File: src/rtl/row_clear_scanner_if.sv
// Board-side bundle for row_clear_scanner: board occupancy and play handshake in,
// removal requests, garbage exchange and statistics out.
interface row_clear_scanner_if #(
    parameter int BLOCKS_ROW = 10,
    parameter int BLOCKS_COL = 20,
    parameter int BITS_Y_POS = 5
);
    logic                             state_rst;
    logic [BLOCKS_ROW*BLOCKS_COL-1:0] game_board;
    logic                             play_mode;
    logic                             attack_in;
    logic                             bomb_cleared;
    logic                             remove_row_en;
    logic [BITS_Y_POS-1:0]            remove_row_y;
    logic                             send_en;
    logic [BITS_Y_POS-1:0]            get_line;
    logic [3:0]                       bomb_pos;
    logic [15:0]                      lines_total;

    modport master (
        output state_rst, game_board, play_mode, attack_in, bomb_cleared,
        input  remove_row_en, remove_row_y, send_en, get_line, bomb_pos, lines_total
    );

    modport slave (
        input  state_rst, game_board, play_mode, attack_in, bomb_cleared,
        output remove_row_en, remove_row_y, send_en, get_line, bomb_pos, lines_total
    );
endinterface

File: src/rtl/row_clear_scanner.sv
// Scans the playfield bottom-up for full rows, hands each one to the board
// controller for removal, and converts multi-row clears into garbage sent to the opponent.
module row_clear_scanner #(
    parameter int BLOCKS_ROW  = 10,
    parameter int BLOCKS_COL  = 20,
    parameter int BITS_Y_POS  = 5,
    parameter int MAX_GARBAGE = 4,
    parameter int SEND_GAP    = 4
) (
    input  logic               clk,
    input  logic               rst,
    row_clear_scanner_if.slave bus
);

    typedef enum logic [2:0] {
        IDLE,
        SCAN,
        HOLD,
        WAIT_PLAY,
        SEND
    } state_t;

    localparam int                    NUM_IDX     = 2 ** BITS_Y_POS;
    localparam int                    GAP_W       = (SEND_GAP < 1) ? 1 : $clog2(SEND_GAP + 1);
    localparam logic [GAP_W-1:0]      GAP_LOAD    = GAP_W'(SEND_GAP);
    localparam logic [BITS_Y_POS-1:0] LAST_ROW    = BITS_Y_POS'(BLOCKS_COL - 1);
    localparam logic [BITS_Y_POS-1:0] GARBAGE_MAX = BITS_Y_POS'(MAX_GARBAGE);
    localparam logic [BITS_Y_POS-1:0] Y_ONE       = BITS_Y_POS'(1);
    localparam logic [4:0]            ROW_CELLS   = 5'(BLOCKS_ROW);

    state_t                state_q, state_d;
    logic [BITS_Y_POS-1:0] ptr_q, ptr_d;
    logic [2:0]            pend_q, pend_d;
    logic [2:0]            sends_left_q, sends_left_d;
    logic [GAP_W-1:0]      gap_q, gap_d;
    logic                  send_en_q, send_en_d;
    logic                  rem_en_q, rem_en_d;
    logic [BITS_Y_POS-1:0] rem_y_q, rem_y_d;
    logic [15:0]           lines_q, lines_d;
    logic [BITS_Y_POS-1:0] get_line_q;
    logic [3:0]            lfsr;
    logic [3:0]            bomb_pos_q;
    logic [3:0]            lfsr_m1;
    logic [3:0]            bomb_next;
    logic [BITS_Y_POS-1:0] bottom_row;
    logic [NUM_IDX-1:0]    row_full;

    // Padding the full-row vector to the whole index space keeps any ptr value a safe index.
    for (genvar r = 0; r < NUM_IDX; r++) begin : g_row
        if (r < BLOCKS_COL) begin : g_real
            assign row_full[r] = &bus.game_board[r*BLOCKS_ROW +: BLOCKS_ROW];
        end else begin : g_pad
            assign row_full[r] = 1'b0;
        end
    end

    assign bottom_row = LAST_ROW - get_line_q;

    always_comb begin
        state_d      = state_q;
        ptr_d        = ptr_q;
        pend_d       = pend_q;
        sends_left_d = sends_left_q;
        gap_d        = gap_q;
        send_en_d    = 1'b0;
        rem_y_d      = rem_y_q;
        lines_d      = lines_q;
        case (state_q)
            IDLE: begin
                if (bus.play_mode) begin
                    state_d = SCAN;
                    ptr_d   = bottom_row;
                end
            end
            SCAN: begin
                // Garbage can arrive mid-pass; rows it now covers must not be reported.
                if (!bus.play_mode) begin
                    state_d = IDLE;
                end else if (ptr_q > bottom_row) begin
                    ptr_d = bottom_row;
                end else if (row_full[ptr_q]) begin
                    state_d = HOLD;
                    rem_y_d = ptr_q;
                end else if (ptr_q == '0) begin
                    if (pend_q >= 3'd2) begin
                        state_d      = SEND;
                        sends_left_d = pend_q - 3'd1;
                        gap_d        = '0;
                    end else begin
                        pend_d = '0;
                        ptr_d  = bottom_row;
                    end
                end else begin
                    ptr_d = ptr_q - Y_ONE;
                end
            end
            HOLD: begin
                if (!bus.play_mode) begin
                    state_d = WAIT_PLAY;
                    lines_d = lines_q + 16'd1;
                    if (pend_q != 3'd7) begin
                        pend_d = pend_q + 3'd1;
                    end
                end
            end
            WAIT_PLAY: begin
                if (bus.play_mode) begin
                    state_d = SCAN;
                    ptr_d   = bottom_row;
                end
            end
            SEND: begin
                if (gap_q != '0) begin
                    gap_d = gap_q - GAP_W'(1);
                end else if (sends_left_q != 3'd0) begin
                    send_en_d    = 1'b1;
                    sends_left_d = sends_left_q - 3'd1;
                    gap_d        = GAP_LOAD;
                end else begin
                    pend_d  = '0;
                    state_d = SCAN;
                    ptr_d   = bottom_row;
                end
            end
            default: begin
                state_d = IDLE;
            end
        endcase
        rem_en_d = (state_d == HOLD);
    end

    always_ff @(posedge clk or posedge rst) begin
        if (rst) begin
            state_q      <= IDLE;
            ptr_q        <= '0;
            pend_q       <= '0;
            sends_left_q <= '0;
            gap_q        <= '0;
            send_en_q    <= 1'b0;
            rem_en_q     <= 1'b0;
            rem_y_q      <= '0;
            lines_q      <= '0;
        end else if (bus.state_rst) begin
            state_q      <= IDLE;
            ptr_q        <= '0;
            pend_q       <= '0;
            sends_left_q <= '0;
            gap_q        <= '0;
            send_en_q    <= 1'b0;
            rem_en_q     <= 1'b0;
            rem_y_q      <= '0;
            lines_q      <= '0;
        end else begin
            state_q      <= state_d;
            ptr_q        <= ptr_d;
            pend_q       <= pend_d;
            sends_left_q <= sends_left_d;
            gap_q        <= gap_d;
            send_en_q    <= send_en_d;
            rem_en_q     <= rem_en_d;
            rem_y_q      <= rem_y_d;
            lines_q      <= lines_d;
        end
    end

    // Hole column folds the 1..15 LFSR range onto the board width.
    assign lfsr_m1   = lfsr - 4'd1;
    assign bomb_next = ({1'b0, lfsr_m1} >= ROW_CELLS) ? (lfsr_m1 - ROW_CELLS[3:0]) : lfsr_m1;

    always_ff @(posedge clk or posedge rst) begin
        if (rst) begin
            get_line_q <= '0;
            lfsr       <= 4'b1001;
            bomb_pos_q <= 4'd8;
        end else if (bus.state_rst) begin
            get_line_q <= '0;
            lfsr       <= 4'b1001;
            bomb_pos_q <= 4'd8;
        end else begin
            lfsr       <= {lfsr[2:0], lfsr[3] ^ lfsr[2]};
            bomb_pos_q <= bomb_next;
            if (bus.attack_in && !bus.bomb_cleared) begin
                if (get_line_q < GARBAGE_MAX) begin
                    get_line_q <= get_line_q + Y_ONE;
                end
            end else if (bus.bomb_cleared && !bus.attack_in) begin
                if (get_line_q != '0) begin
                    get_line_q <= get_line_q - Y_ONE;
                end
            end
        end
    end

    assign bus.remove_row_en = rem_en_q;
    assign bus.remove_row_y  = rem_y_q;
    assign bus.send_en       = send_en_q;
    assign bus.get_line      = get_line_q;
    assign bus.bomb_pos      = bomb_pos_q;
    assign bus.lines_total   = lines_q;

endmodule

File: src/flat_wrapper.sv
// flat-port wrapper written by rule: the top's interface ports become plain ports
module row_clear_scanner_flat 
#(
    parameter int BLOCKS_ROW  = 10,
    parameter int BLOCKS_COL  = 20,
    parameter int BITS_Y_POS  = 5,
    parameter int MAX_GARBAGE = 4,
    parameter int SEND_GAP    = 4
)
  (clk, rst, bus_state_rst, bus_game_board, bus_play_mode, bus_attack_in, bus_bomb_cleared, bus_remove_row_en, bus_remove_row_y, bus_send_en, bus_get_line, bus_bomb_pos, bus_lines_total);
  row_clear_scanner_if #(.BLOCKS_ROW(BLOCKS_ROW), .BLOCKS_COL(BLOCKS_COL), .BITS_Y_POS(BITS_Y_POS)) bus_i ();
  input  logic clk;
  input  logic rst;
  input wire logic [$bits(bus_i.state_rst)-1:0] bus_state_rst;
  input wire logic [$bits(bus_i.game_board)-1:0] bus_game_board;
  input wire logic [$bits(bus_i.play_mode)-1:0] bus_play_mode;
  input wire logic [$bits(bus_i.attack_in)-1:0] bus_attack_in;
  input wire logic [$bits(bus_i.bomb_cleared)-1:0] bus_bomb_cleared;
  output wire logic [$bits(bus_i.remove_row_en)-1:0] bus_remove_row_en;
  output wire logic [$bits(bus_i.remove_row_y)-1:0] bus_remove_row_y;
  output wire logic [$bits(bus_i.send_en)-1:0] bus_send_en;
  output wire logic [$bits(bus_i.get_line)-1:0] bus_get_line;
  output wire logic [$bits(bus_i.bomb_pos)-1:0] bus_bomb_pos;
  output wire logic [$bits(bus_i.lines_total)-1:0] bus_lines_total;
  assign bus_i.state_rst = bus_state_rst;
  assign bus_i.game_board = bus_game_board;
  assign bus_i.play_mode = bus_play_mode;
  assign bus_i.attack_in = bus_attack_in;
  assign bus_i.bomb_cleared = bus_bomb_cleared;
  assign bus_remove_row_en = bus_i.remove_row_en;
  assign bus_remove_row_y = bus_i.remove_row_y;
  assign bus_send_en = bus_i.send_en;
  assign bus_get_line = bus_i.get_line;
  assign bus_bomb_pos = bus_i.bomb_pos;
  assign bus_lines_total = bus_i.lines_total;
  row_clear_scanner #(.BLOCKS_ROW(BLOCKS_ROW), .BLOCKS_COL(BLOCKS_COL), .BITS_Y_POS(BITS_Y_POS), .MAX_GARBAGE(MAX_GARBAGE), .SEND_GAP(SEND_GAP)) u_core (.clk(clk), .rst(rst), .bus(bus_i));
endmodule
File: config.mk
export PLATFORM = sky130hd
export DESIGN_NAME = row_clear_scanner_flat
export DESIGN_NICKNAME = d
export VERILOG_FILES = /design/src/rtl/row_clear_scanner_if.sv /design/src/rtl/row_clear_scanner.sv /design/src/flat_wrapper.sv
export SDC_FILE = /design/constraint.sdc
export NUM_CORES = 1
export LEC_CHECK = 0
export CORE_ASPECT_RATIO = 1.1
export CORE_MARGIN = 1
export CORE_UTILIZATION = 37
export DETAILED_ROUTE_END_ITERATION = 12
export PLACE_DENSITY = 0.81
export SLEW_MARGIN = 40
export SYNTH_ARGS = -nofsm -noshare
export SYNTH_HDL_FRONTEND = slang
export SYNTH_SLANG_ARGS = --single-unit
export TNS_END_PERCENT = 10
File: constraint.sdc
create_clock -name clk -period 3.2 [get_ports clk]
set_input_delay 0.48 -clock clk [delete_from_list [all_inputs] [get_ports clk]]
set_output_delay 0.48 -clock clk [all_outputs]
set_load 0.005 [all_outputs]
==> impl_metrics.ini, run 1 <==
[worst_hold_path]
hold_path.class = reg -> reg
holdPathEnd = u_core.bus.bomb_pos[0]
hold_depth = 1
worstHoldStart = u_core.lfsr[0]

[placed_design]
dp.final_hpwl_um = 11200
gp_congestion = 0.845
dpl_worst_slack_ps = 214
port_buffers = 237

[pwr]
seqPwrFrac = 0.316
power.internal_w = 0.00167
clockPowerShare = 0.142
comb_power_share = 0.542
vdd_ir_drop_max_uv = 347
power.density_nw_per_um2 = 436
p_sw_frac = 0.393
p_leak_nw = 2.47
power.switching_w = 0.00108
fin_total_pwr_w = 0.00276

[detailed_routing]
dr.first_iter.drc_count = 282
via_count = 4311
drt-pass1-iter-count = 6
wl_per_cell_um = 17.3
final_antenna_net_count = 0
viasPerCell = 5.47
totalWireLength_um = 13700
drc = 0

[timing]
fin_crit_sh = 0.897
fin_setup_tns_ps = 0
hold_viol_final = 0
tightest_slew_ps = 708
holdWs_ps = 519
rsz0062_at_grt = no
slew_headroom = 0.528
setup_violations = 0
clock.fmax_ghz = 0.348
setup_slack_ps = 329
fin_skew_ps = 4.29
slew_violations = 0
layout_min_cycle_time_ps = 2870

[global_route]
grt_pass1_vias = 4320
grt_first_pass_wirelength_um = 21500
grt_max_degree = 40
grtUsageTotal = 0.256
antenna_found_initial = 1
overflow = 0

[setup_path]
startpoint = u_core.bus.get_line[2]
path_class = reg -> reg
arrival_ps = 3080
endpoint_kind = register
startpoint_type = register
r2r-start = u_core.bus.get_line[2]
crit_fanout = 5
worstPathRequired_ps = 3410
rrSetupSlack_ps = 330
ff2ff_path_depth = 10
regToRegEndpoint = u_core.sends_left_q[2]

[clock_tree]
post_cts_resized = 0
clock_latency_ps = 310
cts_made_buffers = 5
path_clk_slew_ps = 100
clock_sinks = 53
cts_root_buffer = clkbuf_8
cts_max_level = 2
postCtsSetupBuffers = 0
cts_buffer_depth = 2
cts_hold_buffers = 0
cts_tree = built

[cells_and_area]
final_nets = 895
drive_gt1_frac = 0.0581
diodes = 0
syn2layout_area_growth_pct = 70.3

[run]
max_cap_viol_count = 0

[yosys]
synth.distinct_cells = 55
synth_edf_count = 0
synthArstFlopShare = 1.00
synth.ff_latch_count = 53
ys.flop_type = dfrtp_1
ys.warnings.count = 0
post_synth.cell_area_avg_um2 = 8.62
netlist_area_um2 = 3710
synthCells = 431
ys_seq_area_frac = 0.358
synth.net_count = 656

[die]
die_x_um = 97.5
dieArea_um2 = 10400
fp.dieH_um = 107
core-area_um2 = 9540
initial_core_util = 0.389
io-pin-count = 238
num_rows = 37

[status]
status = complete, no violations
-- area by class of cell --
cell class / instances / area (um^2)
clock inverter: 3 / 21.3
fill: 809 / 3210
timing repair buffer: 247 / 2440
inverter: 21 / 78.8
multi-input combinational: 342 / 2240
clock buffer: 5 / 68.8
sequential: 53 / 1330
tap: 117 / 146
-- layout by cell type, fill, tap and decap left out, drive strengths merged, types with 3 or more instances in the layout --
cell / instances
a21o: 5
a21oi: 30
a41oi: 3
buf: 11
clkbuf: 5
clkdlybuf4s50: 236
dfrtp: 50
dfstp: 3
ha: 18
inv: 22
mux2i: 9
nand2: 26
nand2b: 7
nand3: 21
nand4: 36
nand4b: 11
nor2: 45
nor2b: 4
nor3: 33
nor4: 12
o21a: 3
o21ai: 14
o31ai: 10
or2: 4
or3: 7
xnor2: 8
xor2: 12
-- per-layer routing --
metal | track usage | vias up | routed length, um
li1 | - | 2085 | -
met1 | 0.318 | 2030 | 5610
met2 | 0.440 | 181 | 6690
met3 | 0.0808 | 13 | 1220
met4 | 0.0441 | 2 | 131
met5 | 0 | - | 17
-- cell usage after synthesis, drive strengths merged (9+ instances only) --
cell type	count	area [um^2]
dfrtp	50	1250
nor2	45	169
nand4	36	225
nor3	33	191
a21oi	30	154
nand2	26	97.6
inv	21	78.8
nand3	21	105
ha	18	225
o21ai	14	70.1
nor4	12	109
xor2	12	105
nand4b	11	96.3
o31ai	10	75.1
mux2i	9	90.1
-- critical path, cell delays in order (launching register included) --
cell	delay, ps
dfrtp_1	430
inv_1	130
ha_1	250
xnor2_1	220
ha_1	290
and4_1	150
a21oi_1	200
o31a_1	320
nor4_2	120
nor3_2	290
mux2_2	370
-- sequential cells by signal (all words and copies together) (netlist names), 4 cells and up --
register	count
u_core.bus.bomb_pos	4
u_core.bus.get_line	5
u_core.bus.lines_total	16
u_core.bus.remove_row_y	5
u_core.lfsr	4
u_core.ptr_q	5
-- power groups by stage --
| stage | Clock, W | Combinational (W) | Sequential [W] |
|---|---|---|---|
| 2_1_floorplan | 0 | 0.000924 | 0.000833 |
| 3_3_place_gp | 0 | 0.00143 | 0.000883 |
| 3_5_place_dp | 0 | 0.00148 | 0.000882 |
| 4_1_cts | 0.000405 | 0.00149 | 0.000870 |
| 5_1_grt | 0.000425 | 0.00164 | 0.000891 |
| 6_report | 0.000391 | 0.00150 | 0.000872 |
-- cells by family (layout without fill, tap and decap cells) --
kind of cell | Yosys count | in the layout | share of synthesized area
DFF | 53 | 53 | 0.358
xor gates and xnor gates | 20 | 20 | 0.0472
and+or+nand+nor | 213 | 213 | 0.320
muxes | 11 | 11 | 0.0303
AOI/OAI and AO/OA | 79 | 79 | 0.138
buffers and inverters | 36 | 276 | 0.0398
adders and majority gates | 19 | 19 | 0.0660
-- how the worst max path moves through the flow --
stage                                         to  slack, ps  cells after the start
final                     u_core.sends_left_q[2]        330                     10
after global routing      u_core.sends_left_q[2]        120                     10
after CTS                 u_core.sends_left_q[2]        370                     10
after detailed placement         u_core.ptr_q[4]        210                      9
after global placement           u_core.ptr_q[4]        320                      9
after floorplan                  u_core.gap_q[1]        660                     11
-- stage by stage --
stage                     instances  instance area [um^2]   util
final                           788                  6320  0.663
after global routing            788                  6320  0.663
after CTS                       788                  6320  0.663
after detailed placement        780                  6230  0.654
after global placement          780                  6230  0.654
after floorplan                 431                  3710      -
No activity file was read; power rests on OpenSTA's default activity.
==> run 2: changes to the inputs <==
--- a/config.mk
+++ b/config.mk
@@ -9,6 +9,7 @@
 export CORE_MARGIN = 1
 export CORE_UTILIZATION = 37
 export DETAILED_ROUTE_END_ITERATION = 12
+export GPL_TIMING_DRIVEN = 0
 export PLACE_DENSITY = 0.81
 export SLEW_MARGIN = 40
 export SYNTH_ARGS = -nofsm -noshare
==> run 2 against run 1 <==
Against the previous run:
- count of clock-buffer cells in the layout is 2 higher
- clock skew is 3.0 ps higher
- sequential power is 2.5% lower
- setup slack worse by 69 ps
- final cell count is 0.63% higher
- core utilization is 0.052 points higher
- critical path depth is 1 higher
- flip-flop and latch count stayed put
- final area hardly changed
- largest cell class unchanged
- highest routed layer unchanged
==> impl_metrics.ini, run 2 (synthesized netlist as in run 1, its figures left out) <==
[status]
status = complete, no violations

[die]
dieArea_um2 = 10400
num_rows = 37
initial_core_util = 0.389
io-pin-count = 238
die_x_um = 97.5
core-area_um2 = 9540
fp.dieH_um = 107

[setup_path]
regToRegEndpoint = u_core.gap_q[1]
ff2ff_path_depth = 11
worstPathRequired_ps = 3410
arrival_ps = 3150
path_common_cell = ha_1
cp_top_family = compound AO/OA/AOI/OAI gates
cp_slowest_stage_delay_ps = 420
path_cells = inv_1, ha_1, xnor2_1, ha_1, and4_1, a21oi_1, o31a_1, nor4_2, a311oi_2, o21ai_1, a22o_1
crit_fanout = 5
critPathBufInv = 1
path_class = reg -> reg
r2r-start = u_core.bus.get_line[2]
rrSetupSlack_ps = 260
startpoint_type = register
cp_slowest_cell = dfrtp_1
endpoint_kind = register

[placed_design]
dp.final_hpwl_um = 11400
gp_congestion = 0.865
port_buffers = 236

[timing]
setup_violations = 0
tightest_slew_ps = 628
slew_headroom = 0.576
rsz0062_at_grt = no
fin_skew_ps = 7.24
fin_setup_tns_ps = 0
slew_violations = 0
hold_viol_final = 0
fin_crit_sh = 0.919
clock.fmax_ghz = 0.340
holdWs_ps = 422
layout_min_cycle_time_ps = 2940

[detailed_routing]
drt-pass1-iter-count = 5
drc = 0
totalWireLength_um = 13800
final_antenna_net_count = 0
wl_per_cell_um = 17.4
dr.first_iter.drc_count = 318
viasPerCell = 5.46
via_count = 4330

[clock_tree]
cts_max_level = 2
cts_hold_buffers = 0
cts_buffer_depth = 2
cts_root_buffer = clkbuf_8
clock_latency_ps = 310
postCtsSetupBuffers = 0
cts_made_buffers = 5
path_clk_slew_ps = 100
post_cts_resized = 0
clock_sinks = 53
cts_tree = built

[run]
max_cap_viol_count = 0

[cells_and_area]
final_nets = 900
largest_reg_flops = 16
diodes = 0
post-route-util = 0.664
mostFrequentLayoutCells = 236 x clkdlybuf4s50_1, 50 x dfrtp_1, 45 x nor2_1
drive_gt1_frac = 0.0459
layout_commonest_cell = clkdlybuf4s50_1
syn2layout_area_growth_pct = 70.4

[pwr]
vdd_ir_drop_max_uv = 288
p_leak_nw = 2.45
power.density_nw_per_um2 = 434

[global_route]
grt_pass1_vias = 4319
overflow = 0
grtUsageTotal = 0.257
grt_first_pass_wirelength_um = 21500
grt_max_degree = 43
antenna_found_initial = 1

[worst_hold_path]
hold_path.class = in -> async
run 2: changes by cell type in the layout (fill, tap and decap cells not counted):
cell and delta:
inv_2 -1, inv_4 +1, clkbuf_1 +10, buf_12 +1, clkinv_2 -1, buf_4 -7
inv_6 -1, buf_1 +3
run 2: metrics by stage:
step	cells	setup WS (ps)	cell area, um^2	total power (W)
after global routing	793	50.6	6330	0.00295
after global placement	784	226	6220	0.00230
after detailed placement	785	114	6240	0.00236
after CTS	793	290	6330	0.00274
final	793	260	6330	0.00274
after floorplan	431	656	3710	0.00176
run 2: final cells by class:
class                      count  area (um^2)
clock inverter                 1         7.51
multi-input combinational    342         2240
tap                          117          146
fill                         767         3210
inverter                      21         81.3
sequential                    53         1330
buffer                        15         68.8
clock buffer                   7         76.3
timing repair buffer         237         2380
run 2: where the power goes:
group	switching, W	leakage (nW)	internal (W)
Sequential	0.000101	0.710	0.000749
Clock	0.000223	0.0385	0.000156
Combinational	0.000757	1.70	0.000759
run 2: worst max path at each step:
stage	startpoint	end	slack, ps	cells past startpoint
floorplan	u_core.bus.get_line[2]	u_core.gap_q[1]	660	11
global placement	bus_game_board[100]	u_core.bus.remove_row_en	230	9
detailed placement	bus_game_board[100]	u_core.bus.remove_row_en	110	9
CTS	u_core.ptr_q[0]	u_core.bus.remove_row_en	290	9
global route	u_core.bus.get_line[2]	u_core.ptr_q[3]	50	10
finish	u_core.bus.get_line[2]	u_core.gap_q[1]	260	11
run 2: per-layer routing:
layer,share of wire,wire length [um],GRT usage
met5,0.00094,13,0
met4,0.011,151,0.0546
met3,0.094,1300,0.0776
met2,0.49,6760,0.446
met1,0.41,5610,0.315
run 2: worst register-to-register path: stages, from the launching register on:
cell and delay (ps):
dfrtp_1 420, inv_1 130, ha_1 250, xnor2_1 220, ha_1 290, and4_1 150
a21oi_1 180, o31a_1 320, nor4_2 150, a311oi_2 410, o21ai_1 130, a22o_1 180
==> run 3: changes to the inputs <==
--- a/config.mk
+++ b/config.mk
@@ -8,6 +8,7 @@
 export CORE_ASPECT_RATIO = 1.1
 export CORE_MARGIN = 1
 export CORE_UTILIZATION = 37
+export CTS_CLUSTER_SIZE = 12
 export DETAILED_ROUTE_END_ITERATION = 12
 export GPL_TIMING_DRIVEN = 0
 export PLACE_DENSITY = 0.81
==> results of run 3 <==
Same layout as run 2: the final DEF is identical, and so are final timing and power.
